<file path="src/rtl/ifu_pkg.sv">
// Shared fetch/control definitions: NPC select encodings, IFU states, reset PC and opcodes.
// Imported by ifu, ifu_npc and the main decoder.
package ifu_pkg;

  localparam logic [31:0] PC_RESET_DEFAULT = 32'h0000_3000;

  // NPCOp encodings (shared with ctrl)
  localparam logic [1:0] NPC_PLUS4  = 2'b00;
  localparam logic [1:0] NPC_BRANCH = 2'b01;
  localparam logic [1:0] NPC_JUMP   = 2'b10;
  localparam logic [1:0] NPC_JR     = 2'b11;

  typedef enum logic {
    S_FETCH = 1'b0,
    S_EXEC  = 1'b1
  } ifuState_e;

  localparam logic [5:0] OP_RTYPE = 6'b000000;
  localparam logic [5:0] OP_JAL   = 6'b000011;
  localparam logic [5:0] OP_BEQ   = 6'b000100;
  localparam logic [5:0] OP_ORI   = 6'b001101;
  localparam logic [5:0] OP_LW    = 6'b100011;
  localparam logic [5:0] OP_SW    = 6'b101011;

  // Word-scaled sign-extended branch offset
  function automatic logic [31:0] branchOffset(input logic [15:0] imm16);
    return {{14{imm16[15]}}, imm16, 2'b00};
  endfunction

endpackage

</file>
<file path="src/rtl/ifu_npc.sv">
// Next-PC selection for the fetch unit (purely combinational).
// Build option IFU_JR_EN: NPCOp=11 selects the word-aligned jr target instead of PC+4.
module ifu_npc
  import ifu_pkg::*;
(
  input  logic [31:0] i_pc,
  input  logic [25:0] i_imm26,
  input  logic        i_zero,
  input  logic [1:0]  i_npcOp,
  input  logic [31:0] i_jrTarget,
  output logic [31:0] o_npc
);

  logic [31:0] w_pc4;
  logic [31:0] w_branchPc;
  logic [31:0] w_jumpPc;

  assign w_pc4      = i_pc + 32'd4;
  assign w_branchPc = w_pc4 + branchOffset(i_imm26[15:0]);
  assign w_jumpPc   = {i_pc[31:28], i_imm26, 2'b00};

`ifdef IFU_JR_EN
  logic w_unusedJr;
  assign w_unusedJr = ^i_jrTarget[1:0];
`else
  logic w_unusedJr;
  assign w_unusedJr = ^i_jrTarget;
`endif

  always_comb begin
    o_npc = w_pc4;
    unique case (i_npcOp)
      NPC_PLUS4:  o_npc = w_pc4;
      NPC_BRANCH: o_npc = i_zero ? w_branchPc : w_pc4;
      NPC_JUMP:   o_npc = w_jumpPc;
      NPC_JR: begin
`ifdef IFU_JR_EN
        o_npc = {i_jrTarget[31:2], 2'b00};
`else
        o_npc = w_pc4;
`endif
      end
      default:    o_npc = w_pc4;
    endcase
  end

endmodule

</file>
<file path="src/rtl/ifu.sv">
// Instruction fetch unit: PC/IR registers and a two-state fetch/execute FSM over an IM req/ack handshake.
// Build option IFU_JR_EN (in ifu_npc) enables jr via NPCOp=11.
module ifu
  import ifu_pkg::*;
#(
  parameter logic [31:0] PC_RESET  = PC_RESET_DEFAULT,
  parameter int          IM_ADDR_W = 10
)
(
  input  logic                 clk,
  input  logic                 rst,
  input  logic                 PCWr,
  input  logic                 IRWr,
  input  logic [1:0]           NPCOp,
  input  logic                 Zero,
  input  logic [31:0]          jr_target,
  output logic                 im_req,
  output logic [IM_ADDR_W-1:0] im_addr,
  input  logic                 im_ack,
  input  logic [31:0]          im_rdata,
  output logic [31:0]          IR,
  output logic [31:0]          PC,
  output logic [31:0]          PC4,
  output logic                 instr_valid
);

  ifuState_e   r_state;
  ifuState_e   w_nextState;
  logic [31:0] r_pc;
  logic [31:0] r_ir;
  logic [31:0] w_npc;
  logic        w_loadIr;
  logic        w_commitPc;

  ifu_npc u_npc (
    .i_pc       (r_pc),
    .i_imm26    (r_ir[25:0]),
    .i_zero     (Zero),
    .i_npcOp    (NPCOp),
    .i_jrTarget (jr_target),
    .o_npc      (w_npc)
  );

  always_ff @(posedge clk) begin
    if (rst) begin
      r_state <= S_FETCH;
      r_pc    <= PC_RESET;
      r_ir    <= '0;
    end else begin
      r_state <= w_nextState;
      if (w_loadIr)   r_ir <= im_rdata;
      if (w_commitPc) r_pc <= w_npc;
    end
  end

  // Request is masked during reset so an ack arriving then is never consumed.
  always_comb begin
    w_nextState = r_state;
    w_loadIr    = 1'b0;
    w_commitPc  = 1'b0;
    im_req      = 1'b0;
    instr_valid = 1'b0;
    unique case (r_state)
      S_FETCH: begin
        im_req = ~rst;
        if (im_ack && IRWr) begin
          w_loadIr    = 1'b1;
          w_nextState = S_EXEC;
        end
      end
      S_EXEC: begin
        instr_valid = ~rst;
        if (PCWr) begin
          w_commitPc  = 1'b1;
          w_nextState = S_FETCH;
        end
      end
      default: w_nextState = S_FETCH;
    endcase
  end

  assign im_addr = r_pc[IM_ADDR_W+1:2];
  assign IR      = r_ir;
  assign PC      = r_pc;
  assign PC4     = r_pc + 32'd4;

endmodule
</file>
<file path="config.mk">
export PLATFORM = sky130hd
export DESIGN_NAME = ifu
export DESIGN_NICKNAME = d
export VERILOG_FILES = /design/src/rtl/ifu_pkg.sv /design/src/rtl/ifu_npc.sv /design/src/rtl/ifu.sv
export SDC_FILE = /design/constraint.sdc
export NUM_CORES = 1
export LEC_CHECK = 0
export ABC_AREA = 1
export CAP_MARGIN = 0
export CORE_UTILIZATION = 49
export DETAILED_ROUTE_END_ITERATION = 7
export PLACE_DENSITY_LB_ADDON = 0.1
export REMOVE_ABC_BUFFERS = 1
export SKIP_LAST_GASP = 1
export SLEW_MARGIN = 20
export SYNTH_ARGS = -nofsm -noshare
export SYNTH_HDL_FRONTEND = slang
export SYNTH_SLANG_ARGS = --single-unit
export TNS_END_PERCENT = 100
</file>
<file path="constraint.sdc">
create_clock -name clk -period 3.95 [get_ports clk]
set_clock_uncertainty 0.05 [all_clocks]
set_input_delay 0.5925 -clock clk [delete_from_list [all_inputs] [get_ports clk]]
set_output_delay 0.5925 -clock clk [all_outputs]
set_load 0.02 [all_outputs]
</file>
* Word-level counts from Yosys, hierarchy flattened
Cells that the tools add are included.
** Cells by class
- Equal/unequal tests :: 3
- Multiplexer cells :: 10
- Add/subtract/negate cells :: 2
- Bitwise gates (word level) :: 3
- Reduce and logical (&&, ||, !) cells :: 4
** Operators by type and width (number)
- $pmux 32 s3 :: 1
- $add 32x3->32 const B :: 1
- $add 32x32->32 :: 1
- $mux 32 :: 1
- $mux 1 :: 7
- $eq 2x2->1 const B :: 2
- $not 1->1 :: 3
- $eq 2x1->1 const B :: 1
- $logic_not 2->1 :: 1
- $pmux 1 s2 :: 1
- $reduce_and 2->1 :: 1
- $reduce_or 2->1 :: 1
- $logic_and 1x1->1 :: 1
** Word-level totals
- Register bits :: 65
- Word-level logic and storage cells :: 26
- Input bits :: 72
- Output and inout port bits :: 108

* Longest topological paths before layout
- Depth after elaboration :: 4
- Mapped depth :: 23
- Depth with buffers taken out :: 23

* Modules after synthesis
Synthesis repeated with hierarchy kept, for this count alone.
** Unflattened totals
- Cells, all modules :: 1254
- Area total of the unflattened synthesis :: 7115.6 µm²
** Modules (own cells, without submodules)
- ifu_npc :: area an instance 3928.8 µm², cells each 794, seq. area each 0.0 µm², times used 1
- ifu :: area an instance 3186.8 µm², cells each 460, seq. area each 1301.2 µm², times used 1

* Least setup slack after synthesis
OpenSTA, ideal clock, no wires.
- Path type :: flip-flop to flip-flop
- Start :: reg r_pc[2] (netlist: PC[2])
- End :: reg r_pc[25] (netlist: PC[25])
- Path buffers :: 0
- Cell stages (with the launch flop) :: 18
- Data arrival time :: 2.898 ns
- Data required time :: 3.783 ns
- Clock period less this slack :: 3.065 ns
- Library setup time :: 0.117 ns
- Setup slack :: 0.885 ns
- Cells stage by stage :: dfxtp_1 -> ha_1 -> nand2_1 -> nor2_4 -> nand2_4 -> nor2_1 -> xor2_1 -> ha_1 -> nand2_1 -> inv_1 -> a21oi_1 -> nor2_1 -> o21bai_1 -> nand3_1 -> nand2_1 -> nand3_1 -> a21oi_1 -> nor2_1
** Between the ends
- Word-level cells in the longest chain between the ends :: 4
** Ends and longest elaborated chain
- start, declared :: RTL line ifu.sv:29 : logic [31:0] r_pc;
- start signal, assigned :: RTL line ifu.sv:52 : if (w_commitPc) r_pc <= w_npc;
- $add 32x3->32
- net PC4[12] :: RTL line ifu.sv:23 : output logic [31:0] PC4,
- $add 32x32->32 :: RTL line ifu_npc.sv:19 : assign w_branchPc = w_pc4 + branchOffset(i_imm26[15:0]);
- $mux 32 :: RTL line ifu_npc.sv:34 : NPC_BRANCH: o_npc = i_zero ? w_branchPc : w_pc4;
- $pmux 32 s3 :: RTL line ifu_npc.sv:32 : unique case (i_npcOp)
The timed path passes the listed nets, and every way through them passes these cells.
A chain may end at the register's enable or synchronous reset.

* Worst setup path after layout
- Start :: reg r_pc[2] (netlist: PC[2])
- End :: reg r_pc[25] (netlist: PC[25])
** Between the ends
- Word-level cells in the longest chain between the ends :: 4
** Ends and longest elaborated chain
- $add 32x3->32 * :: RTL line ifu_npc.sv:18 : assign w_pc4 = i_pc + 32'd4;
- $add 32x32->32 :: RTL line ifu_npc.sv:19
- $mux 32 :: RTL line ifu_npc.sv:34
- $pmux 32 s3 * :: RTL line ifu_npc.sv:32
Every way passes the cells marked *; elsewhere a longest branch is shown, timed or not.

==> metrics list <==
- Via count of the first global-routing pass: 6237
- Initial standard-cell utilization of the core: 0.501
* Detailed-route vias per instance: 5.35
- Top library cells by usage in the layout, fill and taps aside: 239 x nand2_1, 143 x clkdlybuf4s50_1, 129 x nor2_1, 123 x inv_1, 88 x o21ai_0
* Post-CTS setup buffers: 0
- Counting distinct cell types in the post-synthesis netlist gives 39.
- The initial antenna violation count was 0.
- Routed Antenna Nets: 0
- Before antenna repair, the detailed router went through 6 iterations.
- Async S/R FF share, synth: 0
- Entering global routing, the biggest net connects 62 pins.
* Capturing element type of the critical path: flop
- The detailed router finished its first iteration with 553 violations.
* Clock Path Buffers: 2
- Cts repair resizes: 0
* Clock period minus final worst setup slack: 3.42 ns
- Static Leakage: 3.78 nW
- Data on the critical path is required at its endpoint by 4.14 ns.
* Combined global-route utilization of all metal layers: 0.318
* Path class of the lowest-slack min-delay path: flop to flop
- Unrepaired setup endpoints after global routing: false
- Register bit count reported by yosys: 63
- For this run, design rule violations remaining after detail routing come to 0.
* Via Count: 6806
- The floorplan has 40 rows.
* Predominant post-synthesis flop cell: dfxtp_1
- In this run the tightest slew margin relative to its limit is 0.391.
- Most frequent standard cell in the layout excluding fill and tap cells: nand2_1
- Area of the mapped netlist: 6000 um2
* Run status: completed
- Filler cell count: 1161
- Root buffer cell: clkbuf_16
* Clock net sink count: 63
- From bottom edge to top edge, the die measures 113 um.
- Final-report setup violation count: 0
- Fin crit share: 0.865
- Timing analysis after detailed placement gives a worst setup slack of 0.590 ns.
- Area of the core: 12000 um2
* Weighted congestion at the end of routability-driven global placement: 0.950
- Clock-pin slew was measured on the worst setup and hold paths at 0.06 ns.
- After the last flow step, the layout net total stands at 1228.
* Count of buffers inserted at the top-level ports: 143
* H-tree depth: 3
- Data arrives at the worst endpoint at 3.60 ns.
- Across the run, the number of max-cap violations was 0.
- Once detailed placement completed, the half-perimeter wirelength came to 14700 um.
- The number of slew-limit violations in the final report was 0.
- After routing, the total negative slack on setup checks comes to 0 ns.
- Layout cell share with drive strength beyond 1: 0.0667
- The Yosys step of the flow raised 0 warnings.
- Summing all non-filler instances in the final layout gives an area of 7770 um2.
* Worst ir drop on vdd: 0.000258 V
- Area Growth Syn to Fin: 29.6%
- Number of clock buffers inserted by TritonCTS: 9
- TritonCTS built the clock tree.
- Measured along the x axis, the die boundary spans 113 um.
* Residual overflow from global routing: 0
* Diode count: 0
- Final worst hold slack: 0.421 ns
- The design draws 2.15 mW.
- Post-Place Cell Area: 7480 um2
* Achievable Freq: 293 MHz
* Actual transition at the worst max-transition pin: 0.912 ns
- The die covers 12700 um2.
* Proportion of synthesized chip area in sequential cells: 0.210
- Summed over all layers, the routed wires come to 19700 um.
* Insertion delay of the later-clocked pin in the worst-skew pair: 0.35 ns
* Slack of the critical path: 0.535 ns
- Buffers inserted to repair hold after CTS numbered 0.
- The number of hold-slack violations in the final timing report was 0.
* Type of origin of the critical path: flop
- Of all nets on the critical path, the largest fanout is 6.
* Synth Area per Inst: 6.03 um2
- Yosys mapped a number of flops with a built-in enable equal to 0.
- Dividing total power by cell area gives a power density of 277 nW/um2.
- Wire length of the first global-routing pass: 31700 um
- The critical path is of the flop to flop type.
- # IOs: 180
* Average wire length per cell after detail routing: 15.5 um
- Gate count after technology mapping: 994
## cell families after synthesis
kind of cell	share of synthesized area
AND/OR/NAND/NOR	0.346
AO/OA/AOI/OAI	0.190
buffers and inverters	0.119
flip-flops	0.210
adder cells (fa/ha/maj)	0.0784
XOR/XNOR	0.0557
other	0.000625
## layout make-up
type,instances,area [um2],area share
clock buffers,11,233,0.0299
multi-input cells,762,4040,0.520
well taps,147,184,0.0237
flip-flops and latches,63,1260,0.162
clock inverters,5,56.3,0.00725
inverters,129,484,0.0623
repair buffers,154,1510,0.195
## state kept, by name, summed over array words and instances, names as in the netlist
signal / cells
r_state: 1
PC: 30
IR: 32
## cell usage after synthesis (4+ instances only)
| cell | n | area share |
|---|---|---|
| nand2_1 | 239 | 0.15 |
| nor2_1 | 130 | 0.081 |
| inv_1 | 123 | 0.077 |
| o21ai_0 | 88 | 0.073 |
| a21oi_1 | 84 | 0.070 |
| dfxtp_1 | 63 | 0.21 |
| nand3_1 | 46 | 0.038 |
| ha_1 | 36 | 0.075 |
| clkbuf_1 | 23 | 0.014 |
| xor2_1 | 20 | 0.029 |
| buf_4 | 15 | 0.019 |
| a31oi_1 | 14 | 0.015 |
| nand4_1 | 14 | 0.015 |
| o21ai_1 | 11 | 0.0092 |
| o21bai_1 | 11 | 0.014 |
| nand2_2 | 10 | 0.010 |
| nor2_2 | 8 | 0.0083 |
| nor2_4 | 7 | 0.013 |
| xnor2_1 | 7 | 0.010 |
| xor2_2 | 5 | 0.014 |
| buf_2 | 4 | 0.0033 |
| clkinv_1 | 4 | 0.0025 |
| nor3_1 | 4 | 0.0033 |
## path summary, 6_finish.rpt
kind / startpoint / to / slack, ns / cells past startpoint
hold / removal: IR[21] / IR[21] / 0.42 / 2
setup / recovery: PC[2] / PC[25] / 0.53 / 18
hold reg to reg: IR[21] / IR[21] / 0.42 / 2
setup reg to reg: PC[2] / PC[25] / 0.53 / 18
## report_power, final
group | leakage [nW] | total [mW] | internal [mW] | switching [mW]
Clock | 0.140 | 0.807 | 0.489 | 0.318
Combinational | 3.12 | 0.613 | 0.252 | 0.361
Sequential | 0.516 | 0.733 | 0.676 | 0.0572
## worst max-delay path, stage by stage, from the launching register on
cell     delay [ns]
dfxtp_1        0.44
ha_1           0.21
nand2_1        0.10
inv_1          0.10
nand2_1        0.07
nor2_1         0.18
nand4_1        0.19
xor2_1         0.32
inv_1          0.15
ha_1           0.38
nand2_1        0.11
nor2_1         0.22
nand2_1        0.09
nor2_1         0.10
nand2_1        0.07
nand4_1        0.11
nand3_1        0.18
a21oi_1        0.18
nor2_1         0.05
## routing by layer
| layer | global-route usage | part of all wire | vias to the layer above |
|---|---|---|---|
| met1 | 0.420 | 0.45 | 3050 |
| met2 | 0.511 | 0.45 | 267 |
| met3 | 0.0702 | 0.075 | 44 |
| li1 | - | - | 3445 |
| met4 | 0.109 | 0.026 | 0 |
| met5 | 0 | 0 | - |
## metrics by stage
| step | std cells | utilization |
|---|---|---|
| after floorplan | 954 | - |
| after global routing | 1271 | 0.650 |
| final | 1271 | 0.650 |
| after detailed placement | 1255 | 0.626 |
| after global placement | 1255 | 0.626 |
| after CTS | 1271 | 0.650 |
Note: power is estimated with default switching activity, not from simulation.
